## src/rtl/regfile_trace_buffer.sv

```systemverilog
// regfile_trace_buffer: shadows every register-file write and traces
// qualifying writes {index, value, timestamp} into a first-word-fall-through FIFO.
//
// Ports:
//   clock, reset        - sole clock; asynchronous active-high reset
//   rf_we/rf_waddr/
//   rf_wdata            - observed register-file write port
//   trace_enable        - capture qualifying writes into the FIFO
//   clear               - synchronous flush of FIFO, overflow and drop_count
//   rd_ready/rd_valid/
//   rd_addr/rd_data/
//   rd_ts               - FWFT read side (head entry, no read latency)
//   count               - occupied entries
//   overflow/drop_count - sticky drop flag and saturating drop counter
//   sh_addr/sh_data     - combinational shadow register query
//
// Optional feature: define TRACE_TIMESTAMP_EN to build the free-running
// timestamp counter and per-entry timestamp storage; otherwise rd_ts is 0.

module regfile_trace_buffer #(
   parameter int DATA_WIDTH = 32,
   parameter int ADDR_WIDTH = 5,
   parameter int DEPTH      = 16,
   parameter int TS_WIDTH   = 16
) (
   input  logic                    clock,
   input  logic                    reset,
   input  logic                    rf_we,
   input  logic [ADDR_WIDTH-1:0]   rf_waddr,
   input  logic [DATA_WIDTH-1:0]   rf_wdata,
   input  logic                    trace_enable,
   input  logic                    clear,
   input  logic                    rd_ready,
   output logic                    rd_valid,
   output logic [ADDR_WIDTH-1:0]   rd_addr,
   output logic [DATA_WIDTH-1:0]   rd_data,
   output logic [TS_WIDTH-1:0]     rd_ts,
   output logic [$clog2(DEPTH):0]  count,
   output logic                    overflow,
   output logic [7:0]              drop_count,
   input  logic [ADDR_WIDTH-1:0]   sh_addr,
   output logic [DATA_WIDTH-1:0]   sh_data
);

   localparam int PW   = $clog2(DEPTH);
   localparam int CW   = PW + 1;
   localparam int NREG = 2 ** ADDR_WIDTH;

   logic                  qual;
   logic                  want;
   logic                  full;
   logic                  push;
   logic                  pop;
   logic                  drop;
   logic [PW-1:0]         wptr;
   logic [PW-1:0]         rptr;

   logic [DATA_WIDTH-1:0] shadow  [NREG];
   logic [ADDR_WIDTH-1:0] mem_adr [DEPTH];
   logic [DATA_WIDTH-1:0] mem_dat [DEPTH];

   // Index 0 is hardwired zero in the register file, so it is never traced.
   assign qual     = rf_we && (rf_waddr != '0);
   assign want     = qual && trace_enable && !clear;
   assign full     = (count == CW'(DEPTH));
   assign rd_valid = (count != '0);
   assign pop      = rd_valid && rd_ready && !clear;
   // A same-cycle pop frees a slot, so a full FIFO still accepts the push.
   assign push     = want && (!full || pop);
   assign drop     = want && full && !pop;

   // Shadow copy of the register file; not affected by trace_enable/clear.
   always_ff @(posedge clock or posedge reset) begin
      if (reset) begin
         for (int i = 0; i < NREG; i++) begin
            shadow[i] <= '0;
         end
      end else if (qual) begin
         shadow[rf_waddr] <= rf_wdata;
      end
   end

   always_comb begin
      sh_data = '0;
      if (sh_addr != '0) begin
         sh_data = shadow[sh_addr];
      end
   end

   // Pointers, occupancy and drop bookkeeping.
   always_ff @(posedge clock or posedge reset) begin
      if (reset) begin
         wptr       <= '0;
         rptr       <= '0;
         count      <= '0;
         overflow   <= 1'b0;
         drop_count <= '0;
      end else if (clear) begin
         wptr       <= '0;
         rptr       <= '0;
         count      <= '0;
         overflow   <= 1'b0;
         drop_count <= '0;
      end else begin
         if (push) begin
            wptr <= wptr + PW'(1);
         end
         if (pop) begin
            rptr <= rptr + PW'(1);
         end
         if (push && !pop) begin
            count <= count + CW'(1);
         end else if (pop && !push) begin
            count <= count - CW'(1);
         end
         if (drop) begin
            overflow <= 1'b1;
            if (drop_count != 8'hFF) begin
               drop_count <= drop_count + 8'd1;
            end
         end
      end
   end

   // Storage needs no reset: the pointers alone decide what is valid.
   always_ff @(posedge clock) begin
      if (push) begin
         mem_adr[wptr] <= rf_waddr;
         mem_dat[wptr] <= rf_wdata;
      end
   end

   assign rd_addr = mem_adr[rptr];
   assign rd_data = mem_dat[rptr];

`ifdef TRACE_TIMESTAMP_EN
   logic [TS_WIDTH-1:0] ts;
   logic [TS_WIDTH-1:0] mem_ts [DEPTH];

   // Free-running; the stored value is the count before this edge.
   always_ff @(posedge clock or posedge reset) begin
      if (reset) begin
         ts <= '0;
      end else begin
         ts <= ts + TS_WIDTH'(1);
      end
   end

   always_ff @(posedge clock) begin
      if (push) begin
         mem_ts[wptr] <= ts;
      end
   end

   assign rd_ts = mem_ts[rptr];
`else
   assign rd_ts = '0;
`endif

endmodule
```

## config.mk

```make
export PLATFORM = sky130hd
export DESIGN_NAME = regfile_trace_buffer
export DESIGN_NICKNAME = d
export VERILOG_FILES = /design/src/rtl/regfile_trace_buffer.sv
export SDC_FILE = /design/constraint.sdc
export NUM_CORES = 2
export LEC_CHECK = 0
export ABC_CLOCK_PERIOD_IN_PS = 33700
export CAP_MARGIN = 5
export CORE_UTILIZATION = 55
export DETAILED_ROUTE_END_ITERATION = 10
export GPL_TIMING_DRIVEN = 0
export PLACE_DENSITY = 0.82
export SLEW_MARGIN = 0
export SYNTH_ARGS = -nofsm -noshare
export SYNTH_HDL_FRONTEND = slang
export SYNTH_SLANG_ARGS = --single-unit
```

## constraint.sdc

```tcl
create_clock -name clock -period 33.7 [get_ports clock]
set_input_delay 6.74 -clock clock [delete_from_list [all_inputs] [get_ports clock]]
set_output_delay 6.74 -clock clock [all_outputs]
set_load 0.05 [all_outputs]
```

======== Word level (Yosys, flattened, before mapping) ========
Memories as Yosys holds them, arrays and structs flattened.
Index checks and enable logic that the tools add are counted.
word-level totals
  bits in registers ....................... 1046
  memory bits (writable) .................. 592
  input bits .............................. 48
  output and inout bits ................... 100
  logic and storage cells ................. 97
  memories ................................ 2
operators by class
  add/subtract/negate cells ............... 5
  $lt $le $gt $ge ......................... 3
  equality and inequality tests ........... 2
  muxes and demuxes ....................... 21
  bitwise operators ....................... 2
  reductions and logical operators ........ 25
memory list
  name     depth  width  read ports  clocked after Yosys merged registers in  write ports  line  RTL
  mem_dat  16     32     1           0                                        1            60    logic [DATA_WIDTH-1:0] mem_dat [DEPTH];
  mem_adr  16     5      1           0                                        1            59    logic [ADDR_WIDTH-1:0] mem_adr [DEPTH];
operator list
  kind                   count
  $bwmux W1024           1
  $bmux W32 S5           1
  $demux W32 S5          1
  $mux W32               4
  $mux W8                3
  $mux W4                4
  $mux W5                3
  $reduce_bool A5 Y1     3
  $ge A6 B6 Y1 const B   2
  $not A5 Y6             2
  $logic_and A1 B1 Y1    11
  $add A4 B1 Y4 const B  2
  $add A8 B1 Y8 const B  1
  $ne A8 B8 Y1 const B   1
  $reduce_bool A2 Y1     4
  $lt A6 B1 Y1 const B   1
  $add A5 B1 Y5 const B  1
  $eq A5 B5 Y1 const B   1
  $sub A5 B1 Y5 const B  1
  $logic_not A1 Y1       4
  $mux W1                4
  $reduce_bool A3 Y1     1
  $reduce_and A2 Y1      1
  $logic_or A1 B1 Y1     1

======== Longest topological paths before layout ========
  depth in word-level cells ............... 10
  depth in mapped cells ................... 11
  gate-level depth less buffers ........... 10

======== Least setup slack after synthesis ========
OpenSTA, ideal clock, no wires.
  path kind ............................... input to output
  start ................................... in sh_addr[0]
  end ..................................... out sh_data[11]
  arrival ................................. 10.340 ns
  data required time ...................... 26.960 ns
  setup slack ............................. 16.620 ns
  stages on the path ...................... 7
  buffers on the path ..................... 4
  cells stage by stage .................... buf_2 -> buf_4 -> buf_2 -> nand3b_1 -> clkbuf_1 -> o22ai_1 -> a2111oi_0
on the way
  word-level cells in the longest chain between the ends .. 5
  elaborated cells between the ends (all ways) .. 6
  those cells by class .................... mux: 4; bitwise: 1; reduce/logical: 1
RTL lines
  element                                       line  RTL
  from (decl)                                   41    input logic [ADDR_WIDTH-1:0] sh_addr,
  $not A5 Y6 (not written as such)              86    sh_data = shadow[sh_addr];
  $bmux W32 S5                                  86
  $mux W32 (not written as such) (2 in series)  86
  $mux W32 *                                    85    if (sh_addr != '0) begin
  to (decl)                                     42    output logic [DATA_WIDTH-1:0] sh_data
Mark *: on every way between the ends. The rest lies on a longest branch, timed or not. The select of a mux whose other input is x is not followed.

======== Final worst setup path ========
  start ................................... in sh_addr[3]
  end ..................................... out sh_data[26]
The elaborated chain is that of the path after synthesis.

==> results.md <==
• outcome: finished with violations
• violated checks: design-rule violations
• total standard cell area after synthesis: 68700 sq um
• nets: 4292
• sequence of cells on the critical path: clkdlybuf4s50_1 > clkbuf_1 > nand2b_1 > clkbuf_1 > o22ai_1 > nor2_1 > nor2_1 > a2111oi_0 > clkdlybuf4s50_1
• starting density of the core: 0.555
• Worst Path Max Fanout: 10
• part of the total power dissipated in the clock network: 0.353
• Worst-Margin Slew: 1350 ps
• number of buffers inserted by port buffering: 127
• Avg Inst Size Synth: 17.8 sq um
• proportion of power drawn by combinational gates: 0.186
• share of post-route cells with drive strength above 1: 0.425
• power density over cell area: 66.5 nW/um^2
• area growth from synthesis to final layout: 14.4%
• via count of the first global-routing pass: 40300
• met3 routed wirelength: 14.4 mm
• sum of buffers and inverters on the critical path: 4
• Routability Congestion: 0.928
• die span in y: 355 um
• drt total wl: 180 mm
• worst path required time: 26960 ps
• largest family of logic cells by synthesized area: multiplexers
• Crit Path Category: input port to primary output
• peak ir drop on the vdd network: 0.0519 mV
• Highest Clock Rate: 55.8 MHz
• Post-Route Setup TNS: 0 ps
• Int Pwr: 3.84 mW
• leakage component of the power: 31.3 nW
• Total Die Area: 126000 sq um
• Gates resized, CTS repair: 0
• placed wire-length estimate: 127 mm
• adder-cell share of the synthesized area: 0.00211
• standard cell with the maximum stage delay on the critical path: sky130_fd_sc_hd__a2111oi_0
• Root Driver: sky130_fd_sc_hd__clkbuf_16
• #FFs+latches synth: 1618
• later-pin clock latency in the skew report: 760 ps
• detailed route wirelength on metal2: 89.2 mm
• footprint of the multi-input gates: 23900 sq um
• Ports: 148
• wire length per cell: 30.0 um
• CTS Hold Bufs: 0
• number of antenna violations at the first check in global routing: 9
• Data arrival, critical path: 11200 ps
• Top Layer Used: met5
• class of the most critical hold timing path: flop to flop
• sequential cell area fraction in the yosys report: 0.632
• post-synth top area share: 0.374
• element type at the critical path end: primary output
• core area: 124000 sq um
• Post-synth EDFFs: 592
• number of failing setup endpoints in the final timing report: 0
• Final Non-Filler Cells: 6007
• mean number of vias per cell: 6.39
• top cells by area in the synthesized netlist: sky130_fd_sc_hd__dfrtp_1 37%, sky130_fd_sc_hd__edfxtp_1 26%, sky130_fd_sc_hd__mux2_2 17%
• Synthesis Warnings: 0
• # placed instances: 5707
• net switching share of the total power: 0.265
• final hold violation count: 0
• post-synthesis simple-gate area fraction: 0.0155
• number of setup buffers added after CTS: 0
• unrepaired setup endpoints after global routing: no
• worst setup skew after layout: 25.2 ps
• CTS tree: yes
• all-layer global routing usage: 0.291
• number of max-slew violations in the final report: 0
• number of filler instances in the final layout: 8272
• clock slew at reported path FFs: 60 ps
• first-pass GRT wire length: 268 mm
• number of placement rows: 129
• share of synthesized area spent on multiplexers: 0.309
• horizontal extent of the die: 355 um
• number of search-and-repair iterations in the first detailed-routing pass: 8
• Synth Instances: 3864
• number of clock buffers inserted by TritonCTS: 161
• H-tree depth: 4
• switching power summed over all nets: 1.38 mW
• vias after detailed routing: 38400
• max_slew headroom: 0.0754
• leading register cell type out of synthesis: sky130_fd_sc_hd__dfrtp_1
• Met1 Wirelength: 69.0 mm
• MaxCap Viol Count: 0
• drt drc: 81
• final worst path period need: 17940 ps
• Sequential cell area: 43500 sq um
• relative contribution of sequential cells to total power: 0.460
• CP startpoint kind: input port
• iteration-0 DRC count of the detailed router: 4066
• maximum single-stage delay on the critical path: 1070 ps
• leading area contributor after synthesis: sky130_fd_sc_hd__dfrtp_1
• async set-or-reset flop fraction in the synthesized netlist: 0.634
• clock sink count: 1618
• fraction of synthesized cell area in xor and xnor cells: 0.00127
• pin count of the biggest net entering global routing: 46
• Clock Tree Buf Depth: 3
• fin crit share: 0.532
• post-synthesis cell type count: 51
• area fraction in compound gates after synthesis: 0.0170
• cell type group with the largest total delay on the critical path: buffers and inverters
• gr ovfl total: 0
• remaining antenna violation count: 0
==> layer usage <==
| metal | track usage | vias to the layer above |
|---|---|---|
| li1 | - | 15700 |
| met1 | 0.381 | 20500 |
| met2 | 0.475 | 1778 |
| met3 | 0.0587 | 397 |
| met4 | 0.122 | 6 |
| met5 | 0 | - |
==> cells in the mapped netlist, types with 2 or more instances <==
cell                        count
sky130_fd_sc_hd__mux2_2      1039
sky130_fd_sc_hd__dfrtp_1     1026
sky130_fd_sc_hd__edfxtp_1     592
sky130_fd_sc_hd__mux4_2       409
sky130_fd_sc_hd__clkbuf_1     228
sky130_fd_sc_hd__nor2_1       106
sky130_fd_sc_hd__buf_1         64
sky130_fd_sc_hd__buf_2         53
sky130_fd_sc_hd__o22ai_1       52
sky130_fd_sc_hd__mux2i_1       34
sky130_fd_sc_hd__a221oi_1      32
sky130_fd_sc_hd__nand2_1       27
sky130_fd_sc_hd__o221ai_1      24
sky130_fd_sc_hd__a2111oi_0     20
sky130_fd_sc_hd__buf_4         17
sky130_fd_sc_hd__or3_1         16
sky130_fd_sc_hd__nand3_1       12
sky130_fd_sc_hd__and2_1        11
sky130_fd_sc_hd__ha_1          10
sky130_fd_sc_hd__a21oi_1        9
sky130_fd_sc_hd__inv_1          8
sky130_fd_sc_hd__nand2b_1       6
sky130_fd_sc_hd__xnor2_1        6
sky130_fd_sc_hd__nand3b_1       5
sky130_fd_sc_hd__nor3b_1        5
sky130_fd_sc_hd__nor4_1         5
sky130_fd_sc_hd__nor2b_1        4
sky130_fd_sc_hd__nor3_1         4
sky130_fd_sc_hd__o21ai_0        4
sky130_fd_sc_hd__xor2_1         4
sky130_fd_sc_hd__a21o_1         3
sky130_fd_sc_hd__nand4_1        3
sky130_fd_sc_hd__or4_1          3
sky130_fd_sc_hd__a211oi_2       2
sky130_fd_sc_hd__and3_1         2
sky130_fd_sc_hd__nand4b_1       2
sky130_fd_sc_hd__o31ai_1        2
sky130_fd_sc_hd__or2_2          2
==> cell families (layout without fill, tap and decap cells) <==
logic type      Yosys count  after routing
fa+ha+maj                11             11
simple gates            219            219
buf+inv                 370            853
flops                  1618           1618
compound gates          152            152
xor+xnor                 10             10
mux                    1483           1483
other cells               1             24
==> power by group through the flow <==
stage                     logic [mW]  registers (mW)  clock network [mW]
final                          0.973            2.40                1.85
after CTS                      0.976            2.40                1.86
after detailed placement       0.959            2.43                   0
after global routing            1.02            2.43                1.94
after global placement         0.915            2.43                   0
after floorplan                0.692            2.41                   0
==> registers in the layout, summed over array words and instances (netlist names) <==
name,count
wptr,4
rptr,4
mem_dat,512
shadow,1004
count,5
drop_count,8
overflow,1
mem_adr,80
==> final timing paths <==
| path | end | from | slack, ps | depth (start not counted) |
|---|---|---|---|---|
| setup / recovery | sh_data[26] | sh_addr[3] | 15760 | 9 |
| hold / removal | shadow[1014]$_DFFE_PP0P_ | shadow[1014]$_DFFE_PP0P_ | 460 | 1 |
| setup reg to reg | count[4]$_DFFE_PP0P_ | count[1]$_DFFE_PP0P_ | 30350 | 11 |
| hold reg to reg | shadow[1014]$_DFFE_PP0P_ | shadow[1014]$_DFFE_PP0P_ | 460 | 1 |
| max in group asynchronous | shadow[301]$_DFFE_PP0P_ | reset | 24490 | 11 |
| min in group asynchronous | shadow[89]$_DFFE_PP0P_ | reset | 6390 | 2 |
==> layout by cell type, fill, tap and decap left out, types with 28 or more instances in the layout <==
cell,synthesis,layout
sky130_fd_sc_hd__mux2_2,1039,1039
sky130_fd_sc_hd__dfrtp_1,1026,1026
sky130_fd_sc_hd__edfxtp_1,592,592
sky130_fd_sc_hd__mux4_2,409,409
sky130_fd_sc_hd__clkbuf_1,228,262
sky130_fd_sc_hd__clkbuf_16,0,167
sky130_fd_sc_hd__clkdlybuf4s50_1,0,127
sky130_fd_sc_hd__nor2_1,106,102
sky130_fd_sc_hd__buf_1,64,64
sky130_fd_sc_hd__buf_2,53,54
sky130_fd_sc_hd__o22ai_1,52,52
sky130_fd_sc_hd__buf_4,17,40
sky130_fd_sc_hd__buf_12,0,36
sky130_fd_sc_hd__mux2i_1,34,34
sky130_fd_sc_hd__a221oi_1,32,32
sky130_fd_sc_hd__clkinv_2,0,28
==> area by class of cell <==
class / count / area share
flip-flops and latches: 1618 / 0.553
multi-input cells: 1891 / 0.304
clock buffers: 227 / 0.0594
repair buffers: 191 / 0.0288
well taps: 1637 / 0.0261
plain buffers: 362 / 0.0189
clock inverters: 65 / 0.00968
inverters: 8 / 0.000430
diodes: 8 / 0.000255
==> metrics by stage <==
step	hold WS, ps	total power [mW]	setup slack (ps)	util	instance area, sq um
2_1_floorplan	425	3.10	12820	-	68800
3_3_place_gp	435	3.34	7200	0.582	72100
3_5_place_dp	444	3.39	15940	0.591	73100
4_1_cts	461	5.23	15940	0.635	78600
5_1_grt	476	5.39	15900	0.635	78600
6_report	459	5.22	15760	0.635	78600
Note: power is estimated with default switching activity, not from simulation.
